$ cat src/rtl/tdm_pkg.sv
// Shared framing definitions for the TDM link (sender and receiver agree on these).
// Optional feature macro: PARITY_CHECK_EN adds one even-parity slot after the data slots.
package tdm_pkg;

    // Receiver FSM encoding
    typedef enum logic [0:0] {
        ST_IDLE = 1'b0,
        ST_RUN  = 1'b1
    } state_e;

    localparam int unsigned SLOTS_DEF       = 4;
    localparam int unsigned SLOT_CYCLES_DEF = 8;
    localparam int unsigned SLOT_IDX_W      = 2;

    // Parity slot: when present it follows the last data slot and carries even parity
    // over the data slots (XOR of data and parity bits is 0).
`ifdef PARITY_CHECK_EN
    localparam int unsigned PARITY_SLOTS = 1;
`else
    localparam int unsigned PARITY_SLOTS = 0;
`endif

    // Total slots per frame for a given number of data slots
    function automatic int unsigned frame_slots(input int unsigned slots);
        return slots + PARITY_SLOTS;
    endfunction

endpackage

$ cat src/rtl/tdm_demux4_if.sv
// TDM link bundle between the sender side and the tdm_demux4 receiver.
//   SER_IN, SYNC                          : serial data and frame-start strobe (sender -> receiver)
//   PAR_OUT, PAR_VALID, SLOT_IDX,
//   SYNC_ERR, PAR_ERR                     : decoded word and status (receiver -> consumer)
// Modports: master = sender/consumer side, slave = receiver.
interface tdm_demux4_if
    import tdm_pkg::*;
#(
    parameter int unsigned SLOTS = SLOTS_DEF
);

    logic                  SER_IN;
    logic                  SYNC;
    logic [SLOTS-1:0]      PAR_OUT;
    logic                  PAR_VALID;
    logic [SLOT_IDX_W-1:0] SLOT_IDX;
    logic                  SYNC_ERR;
    logic                  PAR_ERR;

    modport master (
        output SER_IN,
        output SYNC,
        input  PAR_OUT,
        input  PAR_VALID,
        input  SLOT_IDX,
        input  SYNC_ERR,
        input  PAR_ERR
    );

    modport slave (
        input  SER_IN,
        input  SYNC,
        output PAR_OUT,
        output PAR_VALID,
        output SLOT_IDX,
        output SYNC_ERR,
        output PAR_ERR
    );

endinterface

$ cat src/rtl/tdm_slot_timer.sv
// Frame timing for the TDM receiver: phase-within-slot and slot counters, mid-slot sample
// strobe, end-of-frame flag and the registered (saturated) slot index for display.
//   clk_i       : clock
//   rst_i       : synchronous active-high reset
//   active_i    : receiver is inside a frame (RUN)
//   restart_i   : SYNC seen this cycle; this cycle is frame cycle 0
//   sample_c_o  : sample SER_IN into slot slot_c_o this cycle
//   eof_c_o     : this cycle is the last cycle of the frame
//   slot_c_o    : current slot number (including parity slot)
//   slot_idx_o  : registered slot number, saturated at SLOTS-1, 0 when idle
module tdm_slot_timer
    import tdm_pkg::*;
#(
    parameter int unsigned SLOTS       = SLOTS_DEF,
    parameter int unsigned NS          = SLOTS_DEF,
    parameter int unsigned SLOT_CYCLES = SLOT_CYCLES_DEF
) (
    input  logic                       clk_i,
    input  logic                       rst_i,
    input  logic                       active_i,
    input  logic                       restart_i,
    output logic                       sample_c_o,
    output logic                       eof_c_o,
    output logic [$clog2(NS)-1:0]      slot_c_o,
    output logic [SLOT_IDX_W-1:0]      slot_idx_o
);

    localparam int unsigned PH_W = (SLOT_CYCLES > 1) ? $clog2(SLOT_CYCLES) : 1;
    localparam int unsigned SL_W = $clog2(NS);

    localparam logic [PH_W-1:0] PH_LAST   = PH_W'(SLOT_CYCLES - 1);
    localparam logic [PH_W-1:0] PH_MID    = PH_W'(SLOT_CYCLES / 2);
    localparam logic [SL_W-1:0] SL_LAST   = SL_W'(NS - 1);
    localparam logic [SL_W-1:0] DATA_LAST = SL_W'(SLOTS - 1);

    logic [PH_W-1:0]       phase_q, phase_d;
    logic [SL_W-1:0]       slot_q, slot_d;
    logic [SLOT_IDX_W-1:0] slot_idx_q, slot_idx_d;

    // Frame position decode; a SYNC cycle is always c=0, so never a sample point
    assign eof_c_o    = active_i && (slot_q == SL_LAST) && (phase_q == PH_LAST);
    assign sample_c_o = active_i && !restart_i && (phase_q == PH_MID);
    assign slot_c_o   = slot_q;
    assign slot_idx_o = slot_idx_q;

    // Counter advance: SYNC makes the next cycle c=1; counters idle at 0 outside a frame
    always_comb begin
        phase_d    = '0;
        slot_d     = '0;
        slot_idx_d = '0;
        if (restart_i) begin
            phase_d = PH_W'(1);
        end else if (active_i && !eof_c_o) begin
            if (phase_q == PH_LAST) begin
                slot_d = slot_q + SL_W'(1);
            end else begin
                phase_d = phase_q + PH_W'(1);
                slot_d  = slot_q;
            end
        end
        // Parity slot shows as the last data slot
        if (slot_d > DATA_LAST) begin
            slot_idx_d = SLOT_IDX_W'(DATA_LAST);
        end else begin
            slot_idx_d = SLOT_IDX_W'(slot_d);
        end
    end

    always_ff @(posedge clk_i) begin
        if (rst_i) begin
            phase_q    <= '0;
            slot_q     <= '0;
            slot_idx_q <= '0;
        end else begin
            phase_q    <= phase_d;
            slot_q     <= slot_d;
            slot_idx_q <= slot_idx_d;
        end
    end

endmodule

$ cat src/rtl/tdm_demux4.sv
// Receive end of the TDM switch link: samples SER_IN mid-slot, rebuilds the parallel word,
// and reports SYNC framing errors (and parity errors when PARITY_CHECK_EN is defined).
//   MAX10_CLK1_50 : system clock, rising edge
//   RESET         : synchronous active-high reset
//   link (slave)  : SER_IN/SYNC in; PAR_OUT/PAR_VALID/SLOT_IDX/SYNC_ERR/PAR_ERR out
// Optional feature macro: PARITY_CHECK_EN (extra even-parity slot, PAR_ERR active).
module tdm_demux4
    import tdm_pkg::*;
#(
    parameter int unsigned SLOTS       = SLOTS_DEF,
    parameter int unsigned SLOT_CYCLES = SLOT_CYCLES_DEF
) (
    input  logic         MAX10_CLK1_50,
    input  logic         RESET,
    tdm_demux4_if.slave  link
);

    localparam int unsigned NS   = frame_slots(SLOTS);
    localparam int unsigned SL_W = $clog2(NS);

    state_e                state_q, state_d;
    logic                  active;
    logic                  sample_c;
    logic                  eof_c;
    logic [SL_W-1:0]       slot_c;
    logic [SLOT_IDX_W-1:0] slot_idx;

    logic [NS-1:0]         samp_q, samp_d;
    logic [SLOTS-1:0]      par_out_q, par_out_d;
    logic                  par_valid_q, par_valid_d;
    logic                  sync_err_q, sync_err_d;

    assign active = (state_q == ST_RUN);

    tdm_slot_timer #(
        .SLOTS       (SLOTS),
        .NS          (NS),
        .SLOT_CYCLES (SLOT_CYCLES)
    ) u_timer (
        .clk_i      (MAX10_CLK1_50),
        .rst_i      (RESET),
        .active_i   (active),
        .restart_i  (link.SYNC),
        .sample_c_o (sample_c),
        .eof_c_o    (eof_c),
        .slot_c_o   (slot_c),
        .slot_idx_o (slot_idx)
    );

    // FSM state register
    always_ff @(posedge MAX10_CLK1_50) begin
        if (RESET) begin
            state_q <= ST_IDLE;
        end else begin
            state_q <= state_d;
        end
    end

    // FSM next state; SYNC on the last frame cycle chains straight into the next frame
    always_comb begin
        state_d = state_q;
        case (state_q)
            ST_IDLE: begin
                if (link.SYNC) begin
                    state_d = ST_RUN;
                end
            end
            ST_RUN: begin
                if (eof_c && !link.SYNC) begin
                    state_d = ST_IDLE;
                end
            end
            default: state_d = ST_IDLE;
        endcase
    end

`ifdef PARITY_CHECK_EN
    logic par_err_q, par_err_d;
    logic parity_ok;

    // Even parity: data bits plus parity bit XOR to zero
    assign parity_ok = ~(^samp_q);
`endif

    // Sample register and output next values
    always_comb begin
        samp_d      = samp_q;
        par_out_d   = par_out_q;
        par_valid_d = 1'b0;
        sync_err_d  = 1'b0;
`ifdef PARITY_CHECK_EN
        par_err_d   = 1'b0;
`endif
        if (link.SYNC) begin
            samp_d = '0;
        end else if (sample_c) begin
            samp_d[slot_c] = link.SER_IN;
        end

        if (eof_c) begin
`ifdef PARITY_CHECK_EN
            if (parity_ok) begin
                par_out_d   = samp_q[SLOTS-1:0];
                par_valid_d = 1'b1;
            end else begin
                par_err_d   = 1'b1;
            end
`else
            par_out_d   = samp_q[SLOTS-1:0];
            par_valid_d = 1'b1;
`endif
        end else if (active && link.SYNC) begin
            // Early SYNC aborts the partial frame; PAR_OUT keeps the last good word
            sync_err_d = 1'b1;
        end
    end

    // Datapath and output registers
    always_ff @(posedge MAX10_CLK1_50) begin
        if (RESET) begin
            samp_q      <= '0;
            par_out_q   <= '0;
            par_valid_q <= 1'b0;
            sync_err_q  <= 1'b0;
`ifdef PARITY_CHECK_EN
            par_err_q   <= 1'b0;
`endif
        end else begin
            samp_q      <= samp_d;
            par_out_q   <= par_out_d;
            par_valid_q <= par_valid_d;
            sync_err_q  <= sync_err_d;
`ifdef PARITY_CHECK_EN
            par_err_q   <= par_err_d;
`endif
        end
    end

    assign link.PAR_OUT   = par_out_q;
    assign link.PAR_VALID = par_valid_q;
    assign link.SLOT_IDX  = slot_idx;
    assign link.SYNC_ERR  = sync_err_q;
`ifdef PARITY_CHECK_EN
    assign link.PAR_ERR   = par_err_q;
`else
    assign link.PAR_ERR   = 1'b0;
`endif

endmodule
$ cat src/flat_wrapper.sv
// flat-port wrapper written by rule: the top's interface ports become plain ports
module tdm_demux4_flat import tdm_pkg::*;
#(
    parameter int unsigned SLOTS       = SLOTS_DEF,
    parameter int unsigned SLOT_CYCLES = SLOT_CYCLES_DEF
)
  (MAX10_CLK1_50, RESET, link_SER_IN, link_SYNC, link_PAR_OUT, link_PAR_VALID, link_SLOT_IDX, link_SYNC_ERR, link_PAR_ERR);
  tdm_demux4_if #(.SLOTS(SLOTS)) link_i ();
  input  logic MAX10_CLK1_50;
  input  logic RESET;
  input wire logic [$bits(link_i.SER_IN)-1:0] link_SER_IN;
  input wire logic [$bits(link_i.SYNC)-1:0] link_SYNC;
  output wire logic [$bits(link_i.PAR_OUT)-1:0] link_PAR_OUT;
  output wire logic [$bits(link_i.PAR_VALID)-1:0] link_PAR_VALID;
  output wire logic [$bits(link_i.SLOT_IDX)-1:0] link_SLOT_IDX;
  output wire logic [$bits(link_i.SYNC_ERR)-1:0] link_SYNC_ERR;
  output wire logic [$bits(link_i.PAR_ERR)-1:0] link_PAR_ERR;
  assign link_i.SER_IN = link_SER_IN;
  assign link_i.SYNC = link_SYNC;
  assign link_PAR_OUT = link_i.PAR_OUT;
  assign link_PAR_VALID = link_i.PAR_VALID;
  assign link_SLOT_IDX = link_i.SLOT_IDX;
  assign link_SYNC_ERR = link_i.SYNC_ERR;
  assign link_PAR_ERR = link_i.PAR_ERR;
  tdm_demux4 #(.SLOTS(SLOTS), .SLOT_CYCLES(SLOT_CYCLES)) u_core (.MAX10_CLK1_50(MAX10_CLK1_50), .RESET(RESET), .link(link_i));
endmodule
$ cat config.mk
export PLATFORM = sky130hd
export DESIGN_NAME = tdm_demux4_flat
export DESIGN_NICKNAME = d
export VERILOG_FILES = /design/src/rtl/tdm_pkg.sv /design/src/rtl/tdm_demux4_if.sv /design/src/rtl/tdm_slot_timer.sv /design/src/rtl/tdm_demux4.sv /design/src/flat_wrapper.sv
export SDC_FILE = /design/constraint.sdc
export NUM_CORES = 1
export LEC_CHECK = 0
export BUFFER_PORTS_ARGS = -buffer_cell sky130_fd_sc_hd__buf_2
export CELL_PAD_IN_SITES_DETAIL_PLACEMENT = 0
export CELL_PAD_IN_SITES_GLOBAL_PLACEMENT = 1
export CORE_UTILIZATION = 43
export CTS_CLUSTER_SIZE = 20
export DETAILED_ROUTE_END_ITERATION = 7
export PLACE_DENSITY = 0.9
export SLEW_MARGIN = 20
export SYNTH_ARGS = -nofsm -noshare
export SYNTH_HDL_FRONTEND = slang
export SYNTH_HIERARCHICAL = 1
export SYNTH_SLANG_ARGS = --single-unit
$ cat constraint.sdc
create_clock -name MAX10_CLK1_50 -period 2.1 [get_ports MAX10_CLK1_50]
set_input_delay 0.21 -clock MAX10_CLK1_50 [delete_from_list [all_inputs] [get_ports MAX10_CLK1_50]]
set_output_delay 0.21 -clock MAX10_CLK1_50 [all_outputs]
set_load 0.02 [all_outputs]
Word level (Yosys, flattened, before mapping):

Cells that the tools add are included.

* add/sub/neg operators: 2
* order comparisons: 3
* eq/ne operators: 3
* mux-type cells: 15
* bitwise logic cells: 2
* reductions and logical operators: 13

Operator list (count)
* logical AND 1 bit: 8
* two-way mux 1 bit: 8
* two-way mux 2 bit: 4
* == test 3 bit (second input constant): 2
* bitwise mux 4 bit: 1
* OR reduction 2 bit: 2
* OR reduction 4 bit: 1
* adder 3 x 1 -> 3 bit (second input constant): 1
* < comparator 2 x 3 -> 1 bit (second input constant): 1
* adder 2 x 1 -> 2 bit (second input constant): 1
* demux 1 bit (select 2 bit): 1
* == test 2 bit (second input constant): 1
* greater-or-equal comparator 2 x 1 -> 1 bit (second input constant): 1
* greater-than comparator 2 bit (second input constant): 1
* logical NOT 1 bit: 2
* NOT 1 bit: 2
* one-hot mux 1 bit (2 select lines): 1

* bits in registers: 18
* input port bits: 4
* output and inout port bits: 9
* logic and storage cells: 47

Depth between registers and ports, before layout:

Gate-level depths: netlist of run 1.

* depth in word-level cells: 9
* mapped depth: 6
* mapped depth without buffers: 5

Modules after synthesis:

The synthesis of run 1 kept the hierarchy.

By module, submodules not included
* tdm_demux4: instances 1, cells each 41, area each 442.9 sq um, sequential area each 220.2 sq um
* tdm_slot_timer: instances 1, cells each 27, area each 284.0 sq um, sequential area each 100.1 sq um

Worst setup path after synthesis of run 1:

OpenSTA, ideal clock, no wires.

* kind: register to register
* start point: reg u_core.u_timer.phase_q[0]
* end point: reg u_core.state_q (netlist: u_core/active)
* library setup time: 70 ps
* arrival: 1346 ps
* data required time: 2030 ps
* setup slack: 685 ps
* stages on the path, launching flop included: 7
* buffers on the path: 1
* clock period less this slack: 1415 ps
* cells stage by stage: dfxtp_1 -> ha_1 -> ha_1 -> and3_2 -> buf_2 -> nand2b_1 -> a21oi_1

* word-level cells in the longest chain between the ends: 5

Ends and longest elaborated chain
* from (decl): line tdm_slot_timer.sv:36 `logic [PH_W-1:0] phase_q, phase_d;`
* from (signal assigned): line tdm_slot_timer.sv:75 `phase_q <= phase_d;`
* == test 3 bit: line tdm_slot_timer.sv:41 `assign eof_c_o = active_i && (slot_q == SL_LAST) && (phase_q == PH_LAST);`
* logical AND 1 bit: line tdm_slot_timer.sv:41
* net u_core.eof_c: line tdm_demux4.sv:24 `logic eof_c;`
* logical AND 1 bit: line tdm_demux4.sv:69 `if (eof_c && !link.SYNC) begin`
* two-way mux 1 bit: line tdm_demux4.sv:69
* one-hot mux 1 bit (2 select lines): line tdm_demux4.sv:62 `case (state_q)`
* to (signal assigned): line tdm_demux4.sv:55 `state_q <= state_d;`
* to (decl): line tdm_demux4.sv:21 `state_e state_q, state_d;`

The timed path passes the listed nets, and every way through them passes these cells.
A chain may end at the register's enable or synchronous reset.

Final worst setup path of run 1:

* start point: reg u_core.u_timer.phase_q[0]
* end point: reg u_core.sync_err_q (netlist: u_core/link.SYNC_ERR)

* word-level cells in the longest chain between the ends: 3

Ends and longest elaborated chain
* == test 3 bit: line tdm_slot_timer.sv:41
* logical AND 1 bit: line tdm_slot_timer.sv:41
* net u_core.eof_c: line tdm_demux4.sv:24
* OR reduction 2 bit (no source line)
* to (signal assigned): line tdm_demux4.sv:132 `sync_err_q <= sync_err_d;`
* to (decl): line tdm_demux4.sv:31 `logic sync_err_q, sync_err_d;`

The timed path passes the listed nets, and every way through them passes these cells.

==> Implementation_results.wiki, run 1 <==
{| class="wikitable"
! Metric !! Value
|-
| Clock tree from TritonCTS || yes
|-
| Cell Count, Final, Fillers Out || 94
|-
| Root Driver || sky130_fd_sc_hd__clkbuf_4
|-
| Crit path kind || reg2reg
|-
| Launch instance of the worst register-to-register path || u_core/u_timer/phase_q[0]$_SDFF_PP0_
|-
| Net count of the mapped netlist || 77
|-
| Cell area after synthesis || 727 um^2
|-
| Data arrival time of the critical path || 1.65 ns
|-
| Kind of start point of the critical path || flop
|-
| Total overflow reported by the global router || 0
|-
| Final HPWL from detailed placement || 783 um
|-
| Setup skew after layout || 0.00117 ns
|-
| Max Buffers Root-to-Sink || 2
|-
| Worst Path Max Fanout || 6
|-
| Outcome || complete, no violations
|-
| Post-CTS Repair Setup Buffers || 0
|-
| Hold path startpoint || link_SYNC
|-
| Number of different library cells in the post-synthesis netlist || 24
|-
| Post-layout power || between 500 and 600 uW
|-
| Total CTS buffers || 3
|-
| Final routed DRC violation total || 0
|-
| Clock network latency to the later pin of the worst-skew pair || 0.28 ns
|-
| RSZ-0062 raised after global routing || false
|-
| Via count || roughly 480
|-
| Maximum vdd drop || 0.402 mV
|-
| Die span in y || 43.1 um
|-
| Sequential share of the synthesized area || between 40 and 50%
|-
| Final Critical Period || 1.45 ns
|-
| Hold buffer count at CTS || 0
|-
| Cell count after placement || 90
|-
| Count of yosys warnings during synthesis || 6
|-
| Crit share post-route || 68.9%
|-
| Drt first-iter violations || 3
|-
| Hold violation count in the final report || 0
|-
| Global Route Usage Sum || 13.9%
|-
| Clock transition at the registers of the reported paths || about 0.090 ns
|-
| Final net count || 88
|-
| Wire length per cell after detailed routing || between 10 and 15 um
|-
| Horiz. Die Dim || 43.1 um
|-
| Commonest register cell after synthesis || sky130_fd_sc_hd__dfxtp_1
|-
| CP required || between 2 and 2.5 ns
|-
| Total negative slack for setup checks || 0 ns
|-
| Number of enable-type register cells in the synthesized netlist || 0
|-
| Max-Cap Viols || 0
|-
| Post-synthesis sequential element count || 16
|-
| CTS HTree Levels || 1
|-
| Clock sinks || 16
|-
| Vias in the first global route || ~460
|-
| Antenna viol nets, final || 0
|-
| Die area || between 0.0015 and 0.002 mm^2
|-
| Pin count of the biggest net entering global routing || 16
|-
| Count of pins on the block boundary || 13
|-
| Area of the core || 0.00154 mm^2
|-
| Total of endpoints with negative setup slack in the final report || 0
|-
| Antenna violations before repair || 0
|-
| Syn-to-layout area delta || 9.98%
|-
| Initial standard-cell utilization of the core || 47.2%
|-
| Mapped Avg Cell Area || 10.7 um^2
|-
| First-pass GRT wire length || between 1500 and 2000 um
|-
| Proportion of synthesized flip-flops having asynchronous set or reset || 0%
|-
| Max-slew violation count || 0
|-
| Capturing element type of the critical path || flop
|-
| Number of detailed-route iterations in the first pass || 4
|-
| Commonest non-fill, non-tap cell in the layout || sky130_fd_sc_hd__dfxtp_1
|-
| Power density over the cells || 661 mW/mm^2
|-
| Static leakage || approximately 0.00037 uW
|-
| Max Freq || 692 MHz
|-
| Critical path startpoint || u_core/u_timer/phase_q[0]$_SDFF_PP0_
|-
| Number of antenna cells inserted || 0
|-
| Worst hold path type || in2reg
|-
| Number of resized instances in the post-cts repair step || 0
|-
| Commonest cells after routing, fill and taps aside || sky130_fd_sc_hd__dfxtp_1, sky130_fd_sc_hd__buf_2, sky130_fd_sc_hd__mux2i_1
|-
| Gp weighted congestion || 0.710
|-
| Rows || 14
|-
| Post-detailed-route via-to-cell ratio || about 5.1
|-
| Gate Count Post-Synth || 68
|-
| Layout cells sized above 1 || 24.4%
|-
| Routed WL || 1050 um
|-
| Total of buffers placed on input and output ports || 11
|}
[sequential cells by signal, summed over array words and instances (netlist names)]
| register | flops |
|---|---|
| u_core/link.PAR_OUT | 4 |
| u_core/samp_q | 4 |
| u_core/u_timer/phase_q | 3 |
| u_core/u_timer/slot_c_o | 2 |
| u_core/active | 1 |
| u_core/link.PAR_VALID | 1 |
| u_core/link.SYNC_ERR | 1 |
[cell type report]
cell class                      count  area, um^2
Inverter                            4        15.0
Sequential cell                    16         320
Clock buffer                        4        36.3
Multi-Input combinational cell     43         353
Timing Repair Buffer               11        55.1
Fill cell                         145         742
Tap cell                           16        20.0
[per-layer routing]
metal,share of wire (%),vias to the layer above,track usage (%)
met1,52,212,18.1
li1,-,253,-
met5,0,-,0
met4,0.86,0,9.09
met2,44,8,20.6
met3,2.9,2,2.55
[Yosys cell counts, drive strengths merged, types with 2 or more instances]
master  number  share of area, %
nor2         4               2.1
and2         2               1.7
inv          4               2.1
a211oi       2               2.1
dfxtp       16                44
mux2i        9                12
nand3b       2               2.1
or3b         7               8.4
buf          5               5.3
ha           5               8.6
a21oi        2               1.4
[kinds of logic after synthesis]
logic type	count (synthesis)	share of synthesized area [%]
and+or+nand+nor	23	22.4
adders and majority gates	5	8.61
xor gates and xnor gates	1	1.21
muxes	9	12.4
other	1	0.516
AOI/OAI and AO/OA	4	3.44
DFF	16	44.1
buffers and inverters	9	7.40
[power breakdown]
part	internal [uW]	switching (uW)
registers	307	2.87
logic	8.37	14.3
clock network	105	90.6
[worst max-delay path, stage by stage, from the launching register on]
cell	delay, ns
sky130_fd_sc_hd__dfxtp_1	0.33
sky130_fd_sc_hd__ha_1	0.21
sky130_fd_sc_hd__ha_1	0.23
sky130_fd_sc_hd__and3_2	0.29
sky130_fd_sc_hd__nand2b_1	0.18
sky130_fd_sc_hd__nor3_1	0.13
[final timing paths]
| path | endpoint | slack (ns) | cells past startpoint |
|---|---|---|---|
| worst min register to register | u_core/link.PAR_OUT[3]$_SDFFE_PP0P_ | 0.50 | 2 |
| worst min-delay path | u_core/link.SYNC_ERR$_SDFF_PP0_ | 0.25 | 3 |
| worst max-delay path | u_core/link.SYNC_ERR$_SDFF_PP0_ | 0.65 | 5 |
| worst max register to register | u_core/link.SYNC_ERR$_SDFF_PP0_ | 0.65 | 5 |
[through the flow]
stage / hold slack (ns) / utilization (%) / area [um^2] / setup WS, ns
2_1_floorplan: 0.279 / - / 727 / 0.685
3_3_place_gp: 0.471 / 49.5 / 763 / 0.676
3_5_place_dp: 0.481 / 49.5 / 763 / 0.656
4_1_cts: 0.246 / 51.9 / 800 / 0.635
5_1_grt: 0.258 / 51.9 / 800 / 0.529
6_report: 0.251 / 51.9 / 800 / 0.654
(Power assumes the default switching activity.)
==> run 2: changes to the inputs <==
CORE_UTILIZATION = 36   (was 43)
PLACE_DENSITY = 0.81   (was 0.9)
clock period = 1.2 ns   (was 2.1 ns; I/O delays follow)
==> run 2 against run 1 <==
The run now ends with negative setup slack left. Sequential power rose by 75%. Utilization fell by 2.1 points. Critical path type unchanged. Die area rose by 19%. Wire length rose by 13%. Clock power rose by 43%. Clock skew barely moved.
==> Implementation_results.wiki, run 2 (synthesis results as in run 1) <==
{| class="wikitable"
! Metric !! Value
|-
| Horiz. Die Dim || 46.9 um
|-
| Drt first-iter violations || 5
|-
| Total CTS buffers || 3
|-
| First-pass GRT wire length || around 2000 um
|-
| Total negative slack for setup checks || -0.396 ns
|-
| Core Util, Final || between 40% and 50%
|-
| Crit share post-route || 105%
|-
| Instance count along the most critical hold path || 2
|-
| Number of antenna cells inserted || 0
|-
| Worst Path Max Fanout || 4
|-
| CTS HTree Levels || 1
|-
| Final routed DRC violation total || 0
|-
| Max-Cap Viols || 0
|-
| Hold path startpoint || RESET
|-
| Die span in y || around 47 um
|-
| Maximum vdd drop || 0.509 mV
|-
| Die area || 0.00220 mm^2
|-
| CP required || 1.41 ns
|-
| Pin count of the biggest net entering global routing || 16
|-
| Global Route Usage Sum || 14.0%
|-
| RSZ-0062 raised after global routing || true
|-
| Failing checks || negative setup slack
|-
| Syn-to-layout area delta || 23.4%
|-
| Outcome || finished with violations
|-
| Setup skew after layout || 0.000825 ns
|-
| Root Driver || sky130_fd_sc_hd__clkbuf_4
|-
| Reg-to-reg endpoint || u_core/u_timer/phase_q[0]$_SDFF_PP0_
|-
| Hold buffer count at CTS || 0
|-
| Clock tree from TritonCTS || yes
|-
| Total of buffers placed on input and output ports || 11
|-
| Count of pins on the block boundary || 13
|-
| Hold violation count in the final report || 0
|-
| Max Buffers Root-to-Sink || 2
|-
| Post-detailed-route via-to-cell ratio || 4.62
|-
| Fill cells || about 180
|-
| Final Critical Period || around 1.3 ns
|-
| Clock network latency to the later pin of the worst-skew pair || 0.28 ns
|-
| Static leakage || 0.000383 uW
|-
| Worst hold path type || in2reg
|-
| Capturing element type of the critical path || flop
|-
| Worst Setup Slack, final || -0.0594 ns
|-
| Data arrival time of the critical path || 1.47 ns
|-
| Number of cells on the worst reg-to-reg path || 4
|-
| Final HPWL from detailed placement || 858 um
|-
| Commonest cells after routing, fill and taps aside || sky130_fd_sc_hd__dfxtp_1, sky130_fd_sc_hd__buf_2, sky130_fd_sc_hd__mux2i_1
|-
| Routed WL || 1180 um
|-
| Final net count || 93
|-
| Clock sinks || 16
|-
| Rows || 15
|-
| Layout cells sized above 1 || about two fifths
|-
| Number of detailed-route iterations in the first pass || 3
|-
| Vias in the first global route || ~440
|-
| Initial standard-cell utilization of the core || 40.3%
|-
| Clock transition at the registers of the reported paths || 0.09 ns
|-
| Antenna violations before repair || 0
|-
| Area of the core || between 0.0015 and 0.002 mm^2
|-
| Via count || 494
|-
| Commonest non-fill, non-tap cell in the layout || sky130_fd_sc_hd__dfxtp_1
|-
| Total of endpoints with negative setup slack in the final report || 11
|-
| Antenna viol nets, final || 0
|-
| Max-slew violation count || 0
|-
| Launch instance of the worst register-to-register path || u_core/u_timer/phase_q[0]$_SDFF_PP0_
|-
| Placed inst area || between 800 and 900 um^2
|-
| Power density over the cells || ~1000 mW/mm^2
|-
| Hold-critical path endpoint || u_core/link.PAR_OUT[3]$_SDFFE_PP0P_
|-
| Gp weighted congestion || 0.663
|-
| Kind of start point of the critical path || flop
|-
| Final worst hold slack || 0.159 ns
|-
| Post-layout instance area || roughly 900 um^2
|-
| Total overflow reported by the global router || 0
|-
| Wire length per cell after detailed routing || 11.0 um
|-
| Reg-to-reg slack, setup || -0.06 ns
|-
| Crit path kind || reg2reg
|-
| Max Freq || roughly 800 MHz
|}
[run 2: how the worst max path moves through the flow]
stage | slack (ns) | end | start
2_1_floorplan | -0.03 | u_core/link.SYNC_ERR$_SDFF_PP0_ | u_core/u_timer/phase_q[0]$_SDFF_PP0_
3_3_place_gp | -0.12 | u_core/samp_q[0]$_SDFFE_PP0P_ | u_core/u_timer/phase_q[0]$_SDFF_PP0_
3_5_place_dp | -0.09 | u_core/samp_q[0]$_SDFFE_PP0P_ | u_core/u_timer/phase_q[0]$_SDFF_PP0_
4_1_cts | -0.07 | u_core/link.PAR_OUT[1]$_SDFFE_PP0P_ | u_core/u_timer/phase_q[0]$_SDFF_PP0_
5_1_grt | -0.16 | u_core/link.PAR_OUT[2]$_SDFFE_PP0P_ | u_core/u_timer/phase_q[0]$_SDFF_PP0_
6_report | -0.06 | u_core/u_timer/phase_q[0]$_SDFF_PP0_ | u_core/u_timer/phase_q[0]$_SDFF_PP0_
[run 2: layout make-up]
type                    instances  area [um^2]  share of cell area (%)
multi-input cells              43          410                    45.7
flip-flops and latches         16          325                    36.3
repair buffers                 16         92.6                    10.3
well taps                      25         31.3                    3.49
clock buffers                   3         22.5                    2.51
inverters                       4         15.0                    1.67
[run 2: stage by stage]
stage                     power (uW)  setup WS (ns)  cells
after detailed placement         603        -0.0902    103
final                            872        -0.0594    107
after global placement           602         -0.123    103
after global routing             916         -0.156    107
after floorplan                  588        -0.0308     68
after CTS                        883        -0.0653    107
[run 2: critical path, stage by stage (launching register included)]
cell and delay (ns):
sky130_fd_sc_hd__dfxtp_4 0.37, sky130_fd_sc_hd__ha_4 0.16, sky130_fd_sc_hd__ha_4 0.16, sky130_fd_sc_hd__or3b_1 0.35
sky130_fd_sc_hd__a21oi_1 0.15
[run 2: metal layers]
layer	vias up	global-route usage, %	part of all wire (%)
met1	218	17.9	53
li1	264	-	-
met5	-	0	0
met2	8	18.6	41
met3	4	4.62	3.2
met4	0	12.0	2.8
[run 2: report_power, final]
group / total, uW / switching (uW) / internal, uW
Clock: 280 / 163 / 116
Combinational: 48.8 / 28.4 / 20.4
Sequential: 543 / 6.14 / 537
[run 2: timing repair]
item,in CTS,in global routing
pin swaps,2,4
setup buffers,1,0
endpoints found under the setup margin,13,16
resized for setup,3,4
==> run 3: changes to the inputs <==
PLACE_DENSITY = unset   (was 0.81)
PLACE_DENSITY_LB_ADDON = 0.25   (was unset)
==> run 3 against run 2 <==
Power increased by 9.5%. Critical path type unchanged. Sequential power about the same. The run still ends with negative setup slack left. Global-route usage rose by 0.22 points. Highest routed layer unchanged. Clock power is 28% higher. Setup slack worse by 0.012 ns. Register-to-register slack about the same.
==> Implementation_results.wiki, run 3 (synthesis results as in run 1) <==
{| class="wikitable"
! Metric !! Value
|-
| Outcome || finished with violations
|-
| Failing checks || negative setup slack
|-
| Capturing element type of the critical path || flop
|-
| Cell count after placement || 103
|-
| Root Driver || sky130_fd_sc_hd__clkbuf_4
|-
| Number of antenna cells inserted || 0
|-
| RSZ-0062 raised after global routing || true
|-
| Antenna viol nets, final || 0
|-
| Data arrival time of the critical path || 1.45 ns
|-
| Number of detailed-route iterations in the first pass || 4
|-
| Max Buffers Root-to-Sink || 2
|-
| First-pass GRT wire length || ~2000 um
|-
| Max-slew violation count || 0
|-
| Global Route Usage Sum || ~14%
|-
| Routed WL || 1290 um
|-
| Final Critical Period || 1.27 ns
|-
| Commonest cells after routing, fill and taps aside || sky130_fd_sc_hd__dfxtp_1, sky130_fd_sc_hd__buf_2, sky130_fd_sc_hd__mux2i_1
|-
| Wire length per cell after detailed routing || 12.0 um
|-
| Syn-to-layout area delta || 25.5%
|-
| Die span in y || 46.9 um
|-
| Area of the core || 0.00180 mm^2
|-
| Fill cells || 192
|-
| Gp weighted congestion || 0.704
|-
| Maximum vdd drop || around 0.54 mV
|-
| Launch instance of the worst register-to-register path || u_core/u_timer/phase_q[0]$_SDFF_PP0_
|-
| Pin count of the biggest net entering global routing || 16
|-
| Total overflow reported by the global router || 0
|-
| Setup skew after layout || 0.00376 ns
|-
| Clock sinks || 16
|-
| Via count || 503
|-
| Worst hold path type || in2reg
|-
| Crit share post-route || 106%
|-
| Instance count along the most critical hold path || 3
|-
| Horiz. Die Dim || 46.9 um
|-
| Layout cells sized above 1 || 41.0%
|-
| Total of buffers placed on input and output ports || 11
|-
| CTS HTree Levels || 1
|-
| Reg-to-reg endpoint || u_core/link.PAR_OUT[2]$_SDFFE_PP0P_
|-
| Clock tree from TritonCTS || yes
|-
| Final net count || 93
|-
| Clock transition at the registers of the reported paths || 0.10 ns
|-
| Kind of start point of the critical path || flop
|-
| Power density over the cells || 1050 mW/mm^2
|-
| Drt first-iter violations || 5
|-
| Static leakage || 0.000395 uW
|-
| Vias in the first global route || 433
|-
| Post-detailed-route via-to-cell ratio || 4.66
|-
| Reg-to-reg slack, setup || -0.07 ns
|-
| Total negative slack for setup checks || -0.420 ns
|-
| Rows || 15
|-
| Max Freq || 787 MHz
|-
| CP required || 1.38 ns
|-
| Count of pins on the block boundary || 13
|-
| Final HPWL from detailed placement || between 900 and 1000 um
|-
| Number of cells on the worst reg-to-reg path || 5
|-
| Clock network latency to the later pin of the worst-skew pair || 0.28 ns
|-
| Hold path startpoint || link_SYNC
|-
| Total CTS buffers || 3
|-
| Total of endpoints with negative setup slack in the final report || 11
|-
| Hold violation count in the final report || 0
|-
| Worst Path Max Fanout || 6
|-
| Antenna violations before repair || 0
|-
| Hold-critical path endpoint || u_core/u_timer/phase_q[0]$_SDFF_PP0_
|-
| Die area || approximately 0.0022 mm^2
|-
| Cell Count, Final, Fillers Out || around 110
|-
| Crit path kind || reg2reg
|-
| Final routed DRC violation total || 0
|-
| Commonest non-fill, non-tap cell in the layout || sky130_fd_sc_hd__dfxtp_1
|-
| Max-Cap Viols || 0
|-
| Worst Setup Slack, final || -0.0712 ns
|-
| Initial standard-cell utilization of the core || 40.3%
|}
## run 3: area by class of cell
type / instances / area (um^2) / area share, %
Sequential cell: 16 / 323 / 35.4
Multi-Input combinational cell: 43 / 414 / 45.4
Tap cell: 25 / 31.3 / 3.43
Clock buffer: 4 / 36.3 / 3.98
Timing Repair Buffer: 16 / 92.6 / 10.2
Inverter: 4 / 15.0 / 1.65
## run 3: worst max path at each step
stage,from,to,depth (start not counted),slack [ns]
after global placement,u_core/u_timer/phase_q[0]$_SDFF_PP0_,u_core/samp_q[0]$_SDFFE_PP0P_,5,-0.1
after global routing,u_core/u_timer/phase_q[0]$_SDFF_PP0_,u_core/link.PAR_OUT[1]$_SDFFE_PP0P_,5,-0.13
after CTS,u_core/u_timer/phase_q[0]$_SDFF_PP0_,u_core/link.PAR_OUT[3]$_SDFFE_PP0P_,5,-0.07
after detailed placement,u_core/u_timer/phase_q[0]$_SDFF_PP0_,u_core/samp_q[0]$_SDFFE_PP0P_,5,-0.1
after floorplan,u_core/u_timer/phase_q[0]$_SDFF_PP0_,u_core/link.SYNC_ERR$_SDFF_PP0_,6,-0.03
final,u_core/u_timer/phase_q[0]$_SDFF_PP0_,u_core/link.PAR_OUT[2]$_SDFFE_PP0P_,5,-0.07
## run 3: power breakdown
part / leakage, uW / internal, uW / switching, uW / total, uW
combinational: 0.000244 / 20.7 / 31.4 / 52.1
clock: 0.0000210 / 185 / 174 / 358
sequential: 0.000130 / 538 / 5.91 / 544
## run 3: per-stage QoR
stage,hold slack [ns],setup WS [ns],area [um^2],utilization [%],total power [uW]
finish,0.173,-0.0712,912,50.6,954
global route,0.170,-0.133,912,50.6,1000
CTS,0.145,-0.0715,896,49.7,967
detailed placement,0.461,-0.0971,843,46.8,604
global placement,0.451,-0.0963,843,46.8,603
floorplan,0.182,-0.0308,772,-,588
## run 3: worst max-delay path, cell delays in order, from the launching register on
cell                      delay (ns)
sky130_fd_sc_hd__dfxtp_2        0.37
sky130_fd_sc_hd__ha_4           0.15
sky130_fd_sc_hd__ha_4           0.15
sky130_fd_sc_hd__and3_4         0.25
sky130_fd_sc_hd__mux2i_1        0.20
sky130_fd_sc_hd__nor2_1         0.05
## run 3: what timing repair did
item                                    CTS  global route
pin swaps                                 1             0
endpoints found under the setup margin   12            14
resized for setup                         3             2
hold buffers                              0             0
hold endpoints to repair                  0             0
setup buffers                             0             1
## run 3: layer usage
metal,part of all wire [%],track usage [%]
met2,43,18.6
met3,2.4,3.46
met4,1.3,12.0
met5,0,0
met1,54,19.2
